## config.mk

```make
export PLATFORM = sky130hd
export DESIGN_NAME = disp_scan_flat
export DESIGN_NICKNAME = d
export VERILOG_FILES = /design/src/rtl/disp_scan_pkg.sv /design/src/rtl/disp_scan_if.sv /design/src/rtl/disp_scan_seg7_dec.sv /design/src/rtl/disp_scan.sv /design/src/flat_wrapper.sv
export SDC_FILE = /design/constraint.sdc
export NUM_CORES = 1
export LEC_CHECK = 0
export ABC_AREA = 1
export BUFFER_PORTS_ARGS = -buffer_cell sky130_fd_sc_hd__buf_2
export CAP_MARGIN = 40
export CORE_MARGIN = 3
export CORE_UTILIZATION = 57
export DETAILED_ROUTE_END_ITERATION = 7
export PLACE_DENSITY = 0.9
export SLEW_MARGIN = 20
export SYNTH_ARGS = -nofsm -noshare
export SYNTH_HDL_FRONTEND = slang
export SYNTH_HIERARCHICAL = 1
export SYNTH_SLANG_ARGS = --single-unit
export TNS_END_PERCENT = 1
```

## constraint.sdc

```tcl
create_clock -name clk -period 3.5 [get_ports clk]
set_input_delay 0.175 -clock clk [delete_from_list [all_inputs] [get_ports clk]]
set_output_delay 0.175 -clock clk [all_outputs]
set_load 0.02 [all_outputs]
```

## src/rtl/disp_scan_pkg.sv

```systemverilog
`default_nettype none
// +-- disp_pkg | shared codes, glyphs and digit-to-field map for the display scanner --+
// +-- rev 1.0                                                                          --+
package disp_pkg;

  typedef enum logic [2:0] {
    SEL_NONE  = 3'd0,
    SEL_SEC   = 3'd1,
    SEL_MIN   = 3'd2,
    SEL_HOUR  = 3'd3,
    SEL_DAY   = 3'd4,
    SEL_MONTH = 3'd5,
    SEL_YEAR  = 3'd6,
    SEL_RSVD  = 3'd7
  } sel_e;

  localparam logic [6:0] SEG_BLANK = 7'h7F;
  localparam logic [6:0] SEG_DASH  = 7'h3F;

  // Code 7 is reserved and behaves exactly like "nothing selected".
  function automatic sel_e norm_sel(input logic [2:0] raw);
    return (raw == 3'd7) ? SEL_NONE : sel_e'(raw);
  endfunction

  function automatic logic eff_page(input sel_e sel, input logic stored);
    case (sel)
      SEL_SEC, SEL_MIN, SEL_HOUR:    return 1'b0;
      SEL_DAY, SEL_MONTH, SEL_YEAR:  return 1'b1;
      default:                       return stored;
    endcase
  endfunction

  // Which editable field owns a digit position; dashes belong to no field.
  function automatic sel_e digit_field(input logic date_pg, input logic [2:0] idx);
    if (!date_pg) begin
      case (idx)
        3'd7, 3'd6: return SEL_HOUR;
        3'd4, 3'd3: return SEL_MIN;
        3'd1, 3'd0: return SEL_SEC;
        default:    return SEL_NONE;
      endcase
    end else begin
      case (idx)
        3'd7, 3'd6: return SEL_DAY;
        3'd5, 3'd4: return SEL_MONTH;
        default:    return SEL_YEAR;
      endcase
    end
  endfunction

endpackage
`default_nettype wire

```

## src/rtl/disp_scan_if.sv

```systemverilog
`default_nettype none
// +-- disp_scan_if | calendar fields in, multiplexed seven-segment drive out --+
// +-- rev 1.0                                                                  --+
interface disp_scan_if;
  logic        page_tgl;
  logic [2:0]  select_item;
  logic [7:0]  bcd_ss;
  logic [7:0]  bcd_mm;
  logic [7:0]  bcd_hh;
  logic [7:0]  bcd_dd;
  logic [7:0]  bcd_mo;
  logic [15:0] bcd_yyyy;
  logic [6:0]  seg_n;
  logic        dp_n;
  logic [7:0]  an_n;

  modport master (
    output page_tgl, select_item, bcd_ss, bcd_mm, bcd_hh, bcd_dd, bcd_mo, bcd_yyyy,
    input  seg_n, dp_n, an_n
  );

  modport slave (
    input  page_tgl, select_item, bcd_ss, bcd_mm, bcd_hh, bcd_dd, bcd_mo, bcd_yyyy,
    output seg_n, dp_n, an_n
  );
endinterface
`default_nettype wire

```

## src/rtl/disp_scan_seg7_dec.sv

```systemverilog
`default_nettype none
// +-- seg7_dec | BCD digit to active-low a..g segments, blank above 9 --+
// +-- rev 1.0                                                          --+
module seg7_dec
  import disp_pkg::*;
(
  input  logic [3:0] bcd,
  output logic [6:0] seg
);
  always_comb begin
    case (bcd)
      4'd0:    seg = 7'h40;
      4'd1:    seg = 7'h79;
      4'd2:    seg = 7'h24;
      4'd3:    seg = 7'h30;
      4'd4:    seg = 7'h19;
      4'd5:    seg = 7'h12;
      4'd6:    seg = 7'h02;
      4'd7:    seg = 7'h78;
      4'd8:    seg = 7'h00;
      4'd9:    seg = 7'h10;
      default: seg = SEG_BLANK;
    endcase
  end
endmodule
`default_nettype wire

```

## src/rtl/disp_scan.sv

```systemverilog
`default_nettype none
// +-- disp_scan | 8-digit common-anode scan driver: time/date pages, edit-field blink --+
// +-- rev 1.0                                                                          --+
module disp_scan
  import disp_pkg::*;
#(
  parameter int SCAN_DIV  = 50_000,
  parameter int BLANK     = 16,
  parameter int BLINK_DIV = 12_500_000
) (
  input  logic       clk,
  input  logic       rst,
  disp_scan_if.slave bus
);
  localparam int SCAN_W  = (SCAN_DIV  > 1) ? $clog2(SCAN_DIV)  : 1;
  localparam int BLINK_W = (BLINK_DIV > 1) ? $clog2(BLINK_DIV) : 1;

  logic [SCAN_W-1:0]  scan_cnt;
  logic [2:0]         digit_idx;
  logic               page;
  logic [BLINK_W-1:0] blink_cnt;
  logic               blink_ph;
  logic [2:0]         sel_q;
  logic               rst_q;
  logic [7:0]         sh_ss, sh_mm, sh_hh, sh_dd, sh_mo;
  logic [15:0]        sh_yyyy;
  logic [7:0]         an_q;
  logic [6:0]         seg_q;
  logic               dp_q;

  logic       scan_wrap, frame_wrap, blink_wrap, sel_chg;
  sel_e       sel_eff;
  logic       disp_page;
  logic [3:0] nib;
  logic       dash, dp_on, blink_hit;
  logic [6:0] dec_seg, nxt_seg;
  logic [7:0] nxt_an;

  assign scan_wrap  = (scan_cnt == SCAN_W'(SCAN_DIV - 1));
  assign frame_wrap = scan_wrap && (digit_idx == 3'd7);
  assign blink_wrap = (blink_cnt == BLINK_W'(BLINK_DIV - 1));
  assign sel_chg    = (bus.select_item != sel_q);
  assign sel_eff    = norm_sel(bus.select_item);
  assign disp_page  = eff_page(sel_eff, page);

  always_comb begin
    nib   = 4'hF;
    dash  = 1'b0;
    dp_on = 1'b0;
    if (!disp_page) begin
      case (digit_idx)
        3'd7:    nib = sh_hh[7:4];
        3'd6:    nib = sh_hh[3:0];
        3'd4:    nib = sh_mm[7:4];
        3'd3:    nib = sh_mm[3:0];
        3'd1:    nib = sh_ss[7:4];
        3'd0:    nib = sh_ss[3:0];
        default: dash = 1'b1;
      endcase
    end else begin
      case (digit_idx)
        3'd7:    nib = sh_dd[7:4];
        3'd6:    begin nib = sh_dd[3:0]; dp_on = 1'b1; end
        3'd5:    nib = sh_mo[7:4];
        3'd4:    begin nib = sh_mo[3:0]; dp_on = 1'b1; end
        3'd3:    nib = sh_yyyy[15:12];
        3'd2:    nib = sh_yyyy[11:8];
        3'd1:    nib = sh_yyyy[7:4];
        default: nib = sh_yyyy[3:0];
      endcase
    end
  end

  seg7_dec u_dec (
    .bcd (nib),
    .seg (dec_seg)
  );

  // Blink blanks segments only; the anode keeps its normal timing.
  assign blink_hit = blink_ph && (sel_eff != SEL_NONE) &&
                     (digit_field(disp_page, digit_idx) == sel_eff);
  assign nxt_seg   = blink_hit ? SEG_BLANK : (dash ? SEG_DASH : dec_seg);
  assign nxt_an    = (scan_cnt >= SCAN_W'(BLANK)) ? ~(8'd1 << digit_idx) : 8'hFF;

  always_ff @(posedge clk) begin
    if (rst) begin
      scan_cnt  <= '0;
      digit_idx <= '0;
      page      <= 1'b0;
      blink_cnt <= '0;
      blink_ph  <= 1'b0;
      sel_q     <= '0;
      rst_q     <= 1'b1;
      sh_ss     <= '0;
      sh_mm     <= '0;
      sh_hh     <= '0;
      sh_dd     <= '0;
      sh_mo     <= '0;
      sh_yyyy   <= '0;
      an_q      <= 8'hFF;
      seg_q     <= SEG_BLANK;
      dp_q      <= 1'b1;
    end else begin
      rst_q <= 1'b0;
      sel_q <= bus.select_item;

      if (scan_wrap) begin
        scan_cnt  <= '0;
        digit_idx <= digit_idx + 3'd1;
      end else begin
        scan_cnt  <= scan_cnt + 1'b1;
      end

      // Restart the blink phase on every selector change so a new field starts visible.
      if (sel_chg) begin
        blink_cnt <= '0;
        blink_ph  <= 1'b0;
      end else if (blink_wrap) begin
        blink_cnt <= '0;
        blink_ph  <= ~blink_ph;
      end else begin
        blink_cnt <= blink_cnt + 1'b1;
      end

      if (bus.page_tgl && (sel_eff == SEL_NONE)) page <= ~page;

      if (frame_wrap || rst_q) begin
        sh_ss   <= bus.bcd_ss;
        sh_mm   <= bus.bcd_mm;
        sh_hh   <= bus.bcd_hh;
        sh_dd   <= bus.bcd_dd;
        sh_mo   <= bus.bcd_mo;
        sh_yyyy <= bus.bcd_yyyy;
      end

      an_q  <= nxt_an;
      seg_q <= nxt_seg;
      dp_q  <= ~(dp_on && !blink_hit);
    end
  end

  assign bus.an_n  = an_q;
  assign bus.seg_n = seg_q;
  assign bus.dp_n  = dp_q;

endmodule
`default_nettype wire

```

## src/flat_wrapper.sv

```systemverilog
// flat-port wrapper written by rule: the top's interface ports become plain ports
module disp_scan_flat import disp_pkg::*;
#(
  parameter int SCAN_DIV  = 50_000,
  parameter int BLANK     = 16,
  parameter int BLINK_DIV = 12_500_000
)
  (clk, rst, bus_page_tgl, bus_select_item, bus_bcd_ss, bus_bcd_mm, bus_bcd_hh, bus_bcd_dd, bus_bcd_mo, bus_bcd_yyyy, bus_seg_n, bus_dp_n, bus_an_n);
  disp_scan_if bus_i ();
  input  logic clk;
  input  logic rst;
  input wire logic [$bits(bus_i.page_tgl)-1:0] bus_page_tgl;
  input wire logic [$bits(bus_i.select_item)-1:0] bus_select_item;
  input wire logic [$bits(bus_i.bcd_ss)-1:0] bus_bcd_ss;
  input wire logic [$bits(bus_i.bcd_mm)-1:0] bus_bcd_mm;
  input wire logic [$bits(bus_i.bcd_hh)-1:0] bus_bcd_hh;
  input wire logic [$bits(bus_i.bcd_dd)-1:0] bus_bcd_dd;
  input wire logic [$bits(bus_i.bcd_mo)-1:0] bus_bcd_mo;
  input wire logic [$bits(bus_i.bcd_yyyy)-1:0] bus_bcd_yyyy;
  output wire logic [$bits(bus_i.seg_n)-1:0] bus_seg_n;
  output wire logic [$bits(bus_i.dp_n)-1:0] bus_dp_n;
  output wire logic [$bits(bus_i.an_n)-1:0] bus_an_n;
  assign bus_i.page_tgl = bus_page_tgl;
  assign bus_i.select_item = bus_select_item;
  assign bus_i.bcd_ss = bus_bcd_ss;
  assign bus_i.bcd_mm = bus_bcd_mm;
  assign bus_i.bcd_hh = bus_bcd_hh;
  assign bus_i.bcd_dd = bus_bcd_dd;
  assign bus_i.bcd_mo = bus_bcd_mo;
  assign bus_i.bcd_yyyy = bus_bcd_yyyy;
  assign bus_seg_n = bus_i.seg_n;
  assign bus_dp_n = bus_i.dp_n;
  assign bus_an_n = bus_i.an_n;
  disp_scan #(.SCAN_DIV(SCAN_DIV), .BLANK(BLANK), .BLINK_DIV(BLINK_DIV)) u_core (.clk(clk), .rst(rst), .bus(bus_i));
endmodule
```

==> impl_metrics.yaml, run 1 <==
sta:
  rsz0062_at_grt: "false"
  slew-limit-headroom: 0.4077
  fin_setup_tns_ns: 0
  setup_viol: 0
  finalCriticalPeriod_ns: 3.072
  hold_viol_final: 0
  hold_slack_ns: 0.4283
  fmax_mhz: 325.5
  setup_slack_ns: 0.4275
  tightestPinTransition_ns: 0.8885
  fin_crit_sh: 0.8779
  fin_skew_ns: 0.009831
  slew_viol_final: 0
detailed_routing:
  wirelength_um: 19210
  drtAntennaViolNets: 0
  wl_per_cell_um: 17.21
  drtIter0Drc: 837
  vias_per_cell: 5.724
  drc_errors: 0
  dr.pass1.iters: 5
  vias: 6388
floorplan:
  chipHeight_um: 109.4
  die_area_um2: 11960
  num_rows: 37
  start_util: 0.5872
  die_x_um: 109.4
  core_um2: 10370
  io_pins: 78
logic_synthesis:
  synthCells: 832
  avgSynthCellArea_um2: 7.319
  netlist_top_cells_area: "dfxtp_1 40%, nand2_1 11%, nand3_1 8.2%, a21oi_2 5.9%, inv_1 5.0%"
  synth_ff_type: "dfxtp_1"
  ys_seq_elements: 121
  synth_top_family_by_area: "simple AND/OR/NAND/NOR gates"
  async_flop_share: 0
  syn_area_um2: 6090
  synthMuxAreaShare: 0
  synthSimpleGateAreaFrac: 0.3363
  synth_compound_area_frac: 0.1311
  synth_xor_area_frac: 0.01726
  yosysSeqAreaShare: 0.3978
  synth_top_area_cell: "dfxtp_1"
  synth_warnings: 6
  synth_top_area_frac: 0.3978
  yosys.cell_types.count: 38
  syn_nets: 908
  synth_enable_flop_cells: 0
  synthAdderAreaFrac: 0.02877
clock_tree:
  clk_pin_slew_worst_paths_ns: 0.06
  cts.sinks: 121
  cts_buffers: 17
  clock_latency_ns: 0.54
  clockBufferDepth: 2
  cts_root_buffer: "clkbuf_8"
  htreeDepth: 4
  cts_tree: "yes"
final_layout:
  area_growth_pct: 27.90
  finalNonFillerCells: 1116
  final_nets: 1042
  drive_gt1_frac: 0.2196
global_routing:
  grt_overflow: 0
  grt_pass1_wl_um: 30500
  grt_pass1_vias: 6245
  grt_max_degree: 57
  track_usage: 0.3290
  antenna_found_initial: 1
critical_path:
  critPathArrivalTime_ns: 3.48
  critPathMaxFanout: 11
  crit_top_cell: "nand3_1"
  worstPathCellList: "ha_1 -> ha_1 -> inv_1 -> nand2_1 -> nor2_1 -> nand3_1 -> nand3_1 -> o21ai_0 -> o21ai_1 -> inv_1 -> ha_1 -> nand2_1 -> nand3_1 -> nand2_1 -> inv_1 -> nand3_1"
  slowest_stage: "dfxtp_1"
  startpoint_type: "flip-flop"
  worstSetupEndpointType: "flip-flop"
  cp.required_ns: 3.91
  cpPeakStageDelay_ns: 0.37
  critPathKind: "reg2reg"
  worstRegToRegCells: 16
placement:
  pre_cts_slack_ns: 0.3357
  place_congestion: 0.9019
  dp.cells: 1019
  hpwl_um: 10310
  io_buffers: 77
job:
  drv_cap: 0
power:
  p_total_mw: 3.784
  ir_worst_vdd_v: 0.0004306
  power_leakage_nw: 3.164
  powerDensity_nw_per_um2: 485.8
run_status:
  status: "finished, final reports clean"
hold_path:
  hold_depth: 4
  hold_class: "in2reg"
## stage by stage
step | cell area (um2) | utilization
floorplan | 6090 | -
global placement | 6469 | 0.6238
detailed placement | 6480 | 0.6249
CTS | 7786 | 0.7508
global route | 7789 | 0.7511
finish | 7789 | 0.7511
## path summary, 6_finish.rpt
check                            from             endpoint  slack, ns
hold reg to reg    u_core/scan_cnt[0]   u_core/scan_cnt[0]       0.46
setup / recovery  u_core/digit_idx[0]  u_core/bus.seg_n[3]       0.43
hold / removal          bus_bcd_mm[0]      u_core/sh_mm[0]       0.43
setup reg to reg  u_core/digit_idx[0]  u_core/bus.seg_n[3]       0.43
## synth_stat cells (all sizes together), types with 5 or more instances
cell and n:
nand2 219, dfxtp 121, nand3 100, a21oi 95
inv 87, nor2 70, buf 22, nor3 21
ha 14, o21ai 14, nand4 12, clkbuf 9
xor2 9, or2 7, nand3b 5, nor4 5
## area by class of cell
| cell class | instances | area (um2) |
|---|---|---|
| tap | 136 | 170.2 |
| sequential | 121 | 2422 |
| antenna | 1 | 2.502 |
| inverter | 89 | 334.1 |
| timing repair buffer | 146 | 1067 |
| fill | 685 | 2581 |
| multi-input combinational | 591 | 3127 |
| clock inverter | 12 | 220.2 |
| clock buffer | 20 | 445.4 |
## cell families after synthesis
logic type	Yosys count
AO/OA/AOI/OAI	121
XOR/XNOR	12
adder cells (fa/ha/maj)	14
buffers and inverters	120
flip-flops	121
AND/OR/NAND/NOR	444
## metal layers
metal,up-vias,wire length (um),GRT usage
li1,2976,-,-
met1,2913,7180,0.3750
met2,404,9483,0.5580
met3,95,1619,0.08573
met4,0,924,0.1852
met5,-,0,0
## critical path: cells and delay by family, from the launching register on
family          cells  cell delay, ns
compound gates      2            0.44
fa+ha+maj           3            0.94
buf+inv             3            0.33
flops               1            0.37
simple gates        8            0.87
## where the power goes
part / leakage (nW) / switching [mW] / total (mW) / internal, mW
Clock: 0.313 / 0.642 / 1.98 / 1.34
Sequential: 0.990 / 0.0347 / 1.47 / 1.43
Combinational: 1.86 / 0.194 / 0.342 / 0.148
Total: 3.16 / 0.871 / 3.78 / 2.91
## sequential cells by signal, indices dropped and copies added (netlist names)
signal	cells
u_core/sh_yyyy	16
u_core/blink_cnt	24
u_core/digit_idx	3
u_core/sel_q	3
u_core/blink_ph	1
u_core/sh_mm	8
u_core/sh_mo	8
u_core/sh_ss	8
u_core/sh_dd	8
u_core/page	1
u_core/bus.dp_n	1
u_core/rst_q	1
u_core/sh_hh	8
u_core/bus.seg_n	7
u_core/scan_cnt	16
u_core/bus.an_n	8
## what timing repair did
action,in CTS,in global routing
hold buffers,64,0
buffers inserted,0,0
endpoints found under the setup margin,0,2
gates resized for setup,0,1
hold endpoints to repair,61,0
## placed cells by master (no fill, tap or decap), types with 4 or more instances in the layout
master and instances:
nand2_1 175, dfxtp_1 121, nand3_1 100, inv_1 81, buf_2 77, nor2_1 67, dlygate4sd3_1 64, a21oi_1 54
nand2_2 44, a21oi_2 41, nor3_1 19, clkbuf_16 16, ha_1 14, nand4_1 12, o21ai_0 10, xor2_1 9
bufinv_16 6, inv_2 6, nand3b_1 5, clkinvlp_4 4, or2_0 4, nor4_1 4, a22o_1 4, nor3b_1 4
buf_4 4
No activity file was read; power rests on OpenSTA's default activity.
==> run 2: changes to the inputs <==
Settings changed: REMOVE_ABC_BUFFERS from default to 1.
Clock period 3.5 ns to 3.9 ns, I/O delays scaled along.
==> run 2 against run 1 <==
Hold slack worse by 0.33 ns. Worst setup slack better by 0.24 ns. First-iteration DRC count shrank 31%. Final cell count is 0.36% lower. Critical path depth did not move. Combinational power down 13%. Core utilization fell by 0.82 points. Sequential cell count did not move. Via count is 4.3% lower. Global-route usage is 2.8 points lower. Count of clock-buffer cells in the layout rose by 1. Largest cell class unchanged. Largest power group unchanged.
==> impl_metrics.yaml, run 2 (synthesis results as in run 1) <==
run_status:
  status: "finished, final reports clean"
final_layout:
  reg_top3: "u_core/blink_cnt (24), u_core/scan_cnt (16), u_core/sh_yyyy (16)"
  largest_reg_flops: 24
  drive_gt1_frac: 0.2185
  stdcell_area_um2: 7704
  fill_cells: 767
  multi_input_area_um2: 3127
  final_common_cell: "nand2_1"
  final_cell_mix: "175 x nand2_1, 121 x dfxtp_1, 100 x nand3_1"
  area_growth_pct: 26.51
  top_register: "u_core/blink_cnt"
  seqCellArea_um2: 2422
  final_nets: 1038
  fin_util: 0.7429
global_routing:
  grt_max_degree: 58
  grt_pass1_wl_um: 28020
  grt_overflow: 0
  grt_pass1_vias: 5976
  track_usage: 0.3011
  antenna_found_initial: 0
placement:
  hpwl_um: 9863
  place_congestion: 0.9239
  io_buffers: 77
  place_area_um2: 6492
  pre_cts_slack_ns: 0.6856
floorplan:
  die_area_um2: 11960
  core_um2: 10370
  die_x_um: 109.4
  io_pins: 78
  start_util: 0.5872
  chipHeight_um: 109.4
  num_rows: 37
detailed_routing:
  wl_per_cell_um: 15.60
  drtIter0Drc: 580
  dr.pass1.iters: 7
  wirelength_um: 17340
  vias_per_cell: 5.496
  drc_errors: 0
  drtAntennaViolNets: 0
  vias: 6111
critical_path:
  worstRegToRegCells: 16
  critPathKind: "reg2reg"
  cp.required_ns: 4.32
  critPathMaxFanout: 11
  timing.rr.end: "u_core/bus.seg_n[3]"
  r2r_setup_slack_ns: 0.67
  startpoint_type: "flip-flop"
  worstSetupEndpointType: "flip-flop"
  rr_startpoint: "u_core/digit_idx[0]"
  critPathArrivalTime_ns: 3.65
power:
  intPower_mw: 2.471
  p_comb_frac: 0.092
  ir_worst_vdd_v: 0.0003254
  seqPwrFrac: 0.405
  switching_power_mw: 0.7617
  power_leakage_nw: 3.131
  clockPowerShare: 0.502
  powerDensity_nw_per_um2: 419.6
  swShare: 0.2356
sta:
  finalCriticalPeriod_ns: 3.234
  fmax_mhz: 309.2
  slew-limit-headroom: 0.5132
  fin_crit_sh: 0.8293
  fin_skew_ns: 0.01064
  setup_viol: 0
  rsz0062_at_grt: "false"
  setup_slack_ns: 0.6657
  fin_setup_tns_ns: 0
  slew_viol_final: 0
  hold_viol_final: 0
  tightestPinTransition_ns: 0.7225
  hold_slack_ns: 0.09490
clock_tree:
  cts_root_buffer: "clkbuf_8"
  cts.sinks: 121
  cts_setup_buffers: 0
  post_cts_resized: 0
  clk_pin_slew_worst_paths_ns: 0.06
  cts_buffers: 17
  htreeDepth: 4
  cts_tree: "yes"
  clockBufferDepth: 2
  clock_latency_ns: 0.53
job:
  drv_cap: 0
hold_path:
  min_from: "rst"
  hold_depth: 2
  hold-path-endpoint: "u_core/sh_mo[1]"
  hold_class: "in2reg"
run 2: area by class of cell:
class,count,share of cell area
diodes,1,0.0003248
clock buffers,21,0.05701
clock inverters,11,0.02193
inverters,89,0.04337
multi-input cells,591,0.4059
flip-flops and latches,121,0.3144
well taps,136,0.02209
repair buffers,142,0.1350
run 2: worst max path at each step:
stage	startpoint	to	slack (ns)	cells after the start
finish	u_core/digit_idx[0]	u_core/bus.seg_n[3]	0.67	16
global route	u_core/digit_idx[0]	u_core/bus.seg_n[3]	0.26	16
CTS	u_core/digit_idx[0]	u_core/bus.seg_n[3]	0.70	16
detailed placement	u_core/digit_idx[0]	u_core/bus.seg_n[3]	0.69	16
global placement	u_core/digit_idx[0]	u_core/bus.seg_n[3]	0.86	16
floorplan	u_core/digit_idx[0]	u_core/sh_mo[0]	-0.01	6
run 2: stage by stage:
stage | total power, mW | cells
final | 3.232 | 1112
after detailed placement | 1.568 | 1019
after CTS | 3.219 | 1111
after global routing | 3.328 | 1111
after global placement | 1.559 | 1018
after floorplan | 1.473 | 801
run 2: per-layer routing:
layer  global-route usage  vias to the layer above  part of all wire
met5                    0                        -                 0
met4               0.1416                        0             0.033
met3              0.06929                       62             0.065
met2               0.5536                      292              0.52
met1               0.3241                     2783              0.39
li1                     -                     2974                 -
run 2: timing repair:
action,CTS,global route
endpoints found under the hold margin,60,0
hold buffers,60,0
setup endpoints to repair,0,0
run 2: power by group through the flow:
stage	Sequential [mW]	Combinational [mW]	Clock, mW
2_1_floorplan	1.34	0.136	0
4_1_cts	1.31	0.282	1.63
5_1_grt	1.31	0.326	1.69
6_report	1.31	0.298	1.62
3_5_place_dp	1.33	0.235	0
3_3_place_gp	1.33	0.227	0
run 2: critical path: stages, from the launching register on:
cell and delay, ns:
dfxtp_1 0.37, ha_1 0.25, ha_1 0.36, inv_1 0.11, nand2_1 0.09, nor2_1 0.12, nand3_1 0.21, nand3_1 0.15
o21ai_0 0.08, o21ai_0 0.51, inv_1 0.19, ha_1 0.32, nand2_1 0.06, nand3_1 0.13, nand2_1 0.05, inv_1 0.05
nand3_1 0.06
==> run 3: changes to the inputs <==
Settings changed: CORE_UTILIZATION 57 to 52, PLACE_DENSITY 0.9 to 0.87.
Clock period 3.9 ns to 2.65 ns, I/O delays scaled along.
==> run 3 against run 2 <==
Power is 39% higher. Core utilization is 4.6 points lower. Wire length is 2.0% lower. Via count is 0.43% lower. Largest cell class unchanged. Final area is 0.70% higher. Clock power is 31% higher.
==> impl_metrics.yaml, run 3 (synthesis results as in run 1) <==
critical_path:
  cp.required_ns: 2.94
  worstSetupEndpointType: "flip-flop"
  critPathKind: "reg2reg"
  crit_start: "u_core/digit_idx[0]"
  slowest_stage: "dfxtp_4"
  startpoint_type: "flip-flop"
  critPathArrivalTime_ns: 2.73
  crit_top_cell: "nand2_1"
  cpPeakStageDelay_ns: 0.36
  critPathMaxFanout: 10
  rr_startpoint: "u_core/digit_idx[0]"
  worstPathCellList: "ha_2 -> ha_1 -> buf_6 -> a22o_1 -> a21oi_1 -> nand3_1 -> nand2_1 -> o21ai_1 -> buf_4 -> ha_1 -> inv_1 -> nand2_1 -> nand3_1 -> nand2_1 -> nand2_1 -> nand3_1"
detailed_routing:
  vias_per_cell: 5.395
  dr.pass1.iters: 5
  met3_length_um: 1081
  drc_errors: 0
  vias: 6085
  wirelength_um: 17000
  wl_per_cell_um: 15.07
  top_layer_used: "met4"
  drtIter0Drc: 419
  wl_met1_um: 7030
  drtAntennaViolNets: 0
  dr_wl_met2_um: 8324
clock_tree:
  cts_root_buffer: "clkbuf_16"
  htreeDepth: 4
  clk_pin_slew_worst_paths_ns: 0.06
  cts_buffers: 17
  clockBufferDepth: 2
  cts_tree: "yes"
  cts.sinks: 121
  clock_latency_ns: 0.42
global_routing:
  grt_pass1_vias: 5728
  grt_pass1_wl_um: 27100
  antenna_found_initial: 2
  grt_max_degree: 57
  track_usage: 0.2631
  grt_overflow: 0
floorplan:
  num_rows: 38
  core_um2: 11130
  die_area_um2: 13050
  start_util: 0.5473
  chipHeight_um: 114.2
  die_x_um: 114.2
  io_pins: 78
sta:
  slew-limit-headroom: 0.5798
  fin_crit_sh: 0.9197
  slew_viol_final: 0
  fin_setup_tns_ns: 0
  setup_viol: 0
  finalCriticalPeriod_ns: 2.437
  setup_slack_ns: 0.2128
  tightestPinTransition_ns: 0.6304
  fin_skew_ns: 0.009230
  fmax_mhz: 410.3
  rsz0062_at_grt: "true"
  hold_viol_final: 0
placement:
  io_buffers: 77
  pre_cts_slack_ns: -0.1189
  dp.cells: 1032
  place_congestion: 0.9336
  place_area_um2: 6549
  hpwl_um: 10190
final_layout:
  finalNonFillerCells: 1128
  fill_cells: 850
  drive_gt1_frac: 0.2444
  reg_top3: "u_core/blink_cnt (24), u_core/scan_cnt (16), u_core/sh_yyyy (16)"
  final_common_cell: "nand2_1"
  final_cell_mix: "172 x nand2_1, 118 x dfxtp_1, 99 x nand3_1"
  multi_input_area_um2: 3152
  largest_reg_flops: 24
  area_growth_pct: 27.39
  top_register: "u_core/blink_cnt"
  seqCellArea_um2: 2429
  stdcell_area_um2: 7757
  final_nets: 1050
power:
  ir_worst_vdd_v: 0.0005577
  power_leakage_nw: 3.149
  powerDensity_nw_per_um2: 578.7
job:
  drv_cap: 0
hold_path:
  hold_class: "in2reg"
  min_from: "bus_page_tgl"
run_status:
  status: "finished, final reports clean"
-- run 3: routing by layer --
layer  track usage  up-vias
li1              -     3002
met1        0.3125     2765
met2        0.4294      267
met3       0.08510       51
met4        0.1275        0
met5             0        -
-- run 3: critical path, delay by kind of cell, from the launching register on --
| kind | cells | cell delay [ns] |
|---|---|---|
| DFF | 1 | 0.36 |
| and+or+nand+nor | 7 | 0.54 |
| AOI/OAI and AO/OA | 3 | 0.47 |
| buffers and inverters | 3 | 0.38 |
| adders and majority gates | 3 | 0.58 |
-- run 3: path summary, 6_finish.rpt --
path         slack [ns]  cells after the start                   to
max                0.21                     16  u_core/bus.seg_n[6]
min                0.02                      3          u_core/page
max reg2reg        0.21                     16  u_core/bus.seg_n[6]
min reg2reg        0.47                      1   u_core/scan_cnt[0]
-- run 3: repair_timing --
item / 4_1_cts / 5_1_grt
hold buffers: 58 / 0
endpoints found under the setup margin: 7 / 7
pin swaps: 0 / 2
hold endpoints to repair: 58 / 0
gates resized for setup: 2 / 16
buffers inserted: 0 / 5
-- run 3: stage by stage --
stage	hold WS [ns]	utilization	total power [mW]
3_5_place_dp	0.3873	0.5886	2.313
3_3_place_gp	0.3845	0.5886	2.302
4_1_cts	0.001336	0.6904	4.501
2_1_floorplan	0.1602	-	2.168
5_1_grt	0.01801	0.6973	4.658
6_report	0.02059	0.6973	4.489
-- run 3: cell type report --
cell class	count	area share
Sequential cell	121	0.3131
Timing Repair Buffer	154	0.1434
Multi-Input combinational cell	591	0.4063
Clock inverter	11	0.01290
Inverter	89	0.04355
Antenna cell	2	0.0006452
Tap cell	140	0.02258
Clock buffer	20	0.05758
-- run 3: power breakdown --
group,internal (mW),switching [mW]
clock,1.30,0.823
sequential,1.89,0.0401
combinational,0.192,0.241
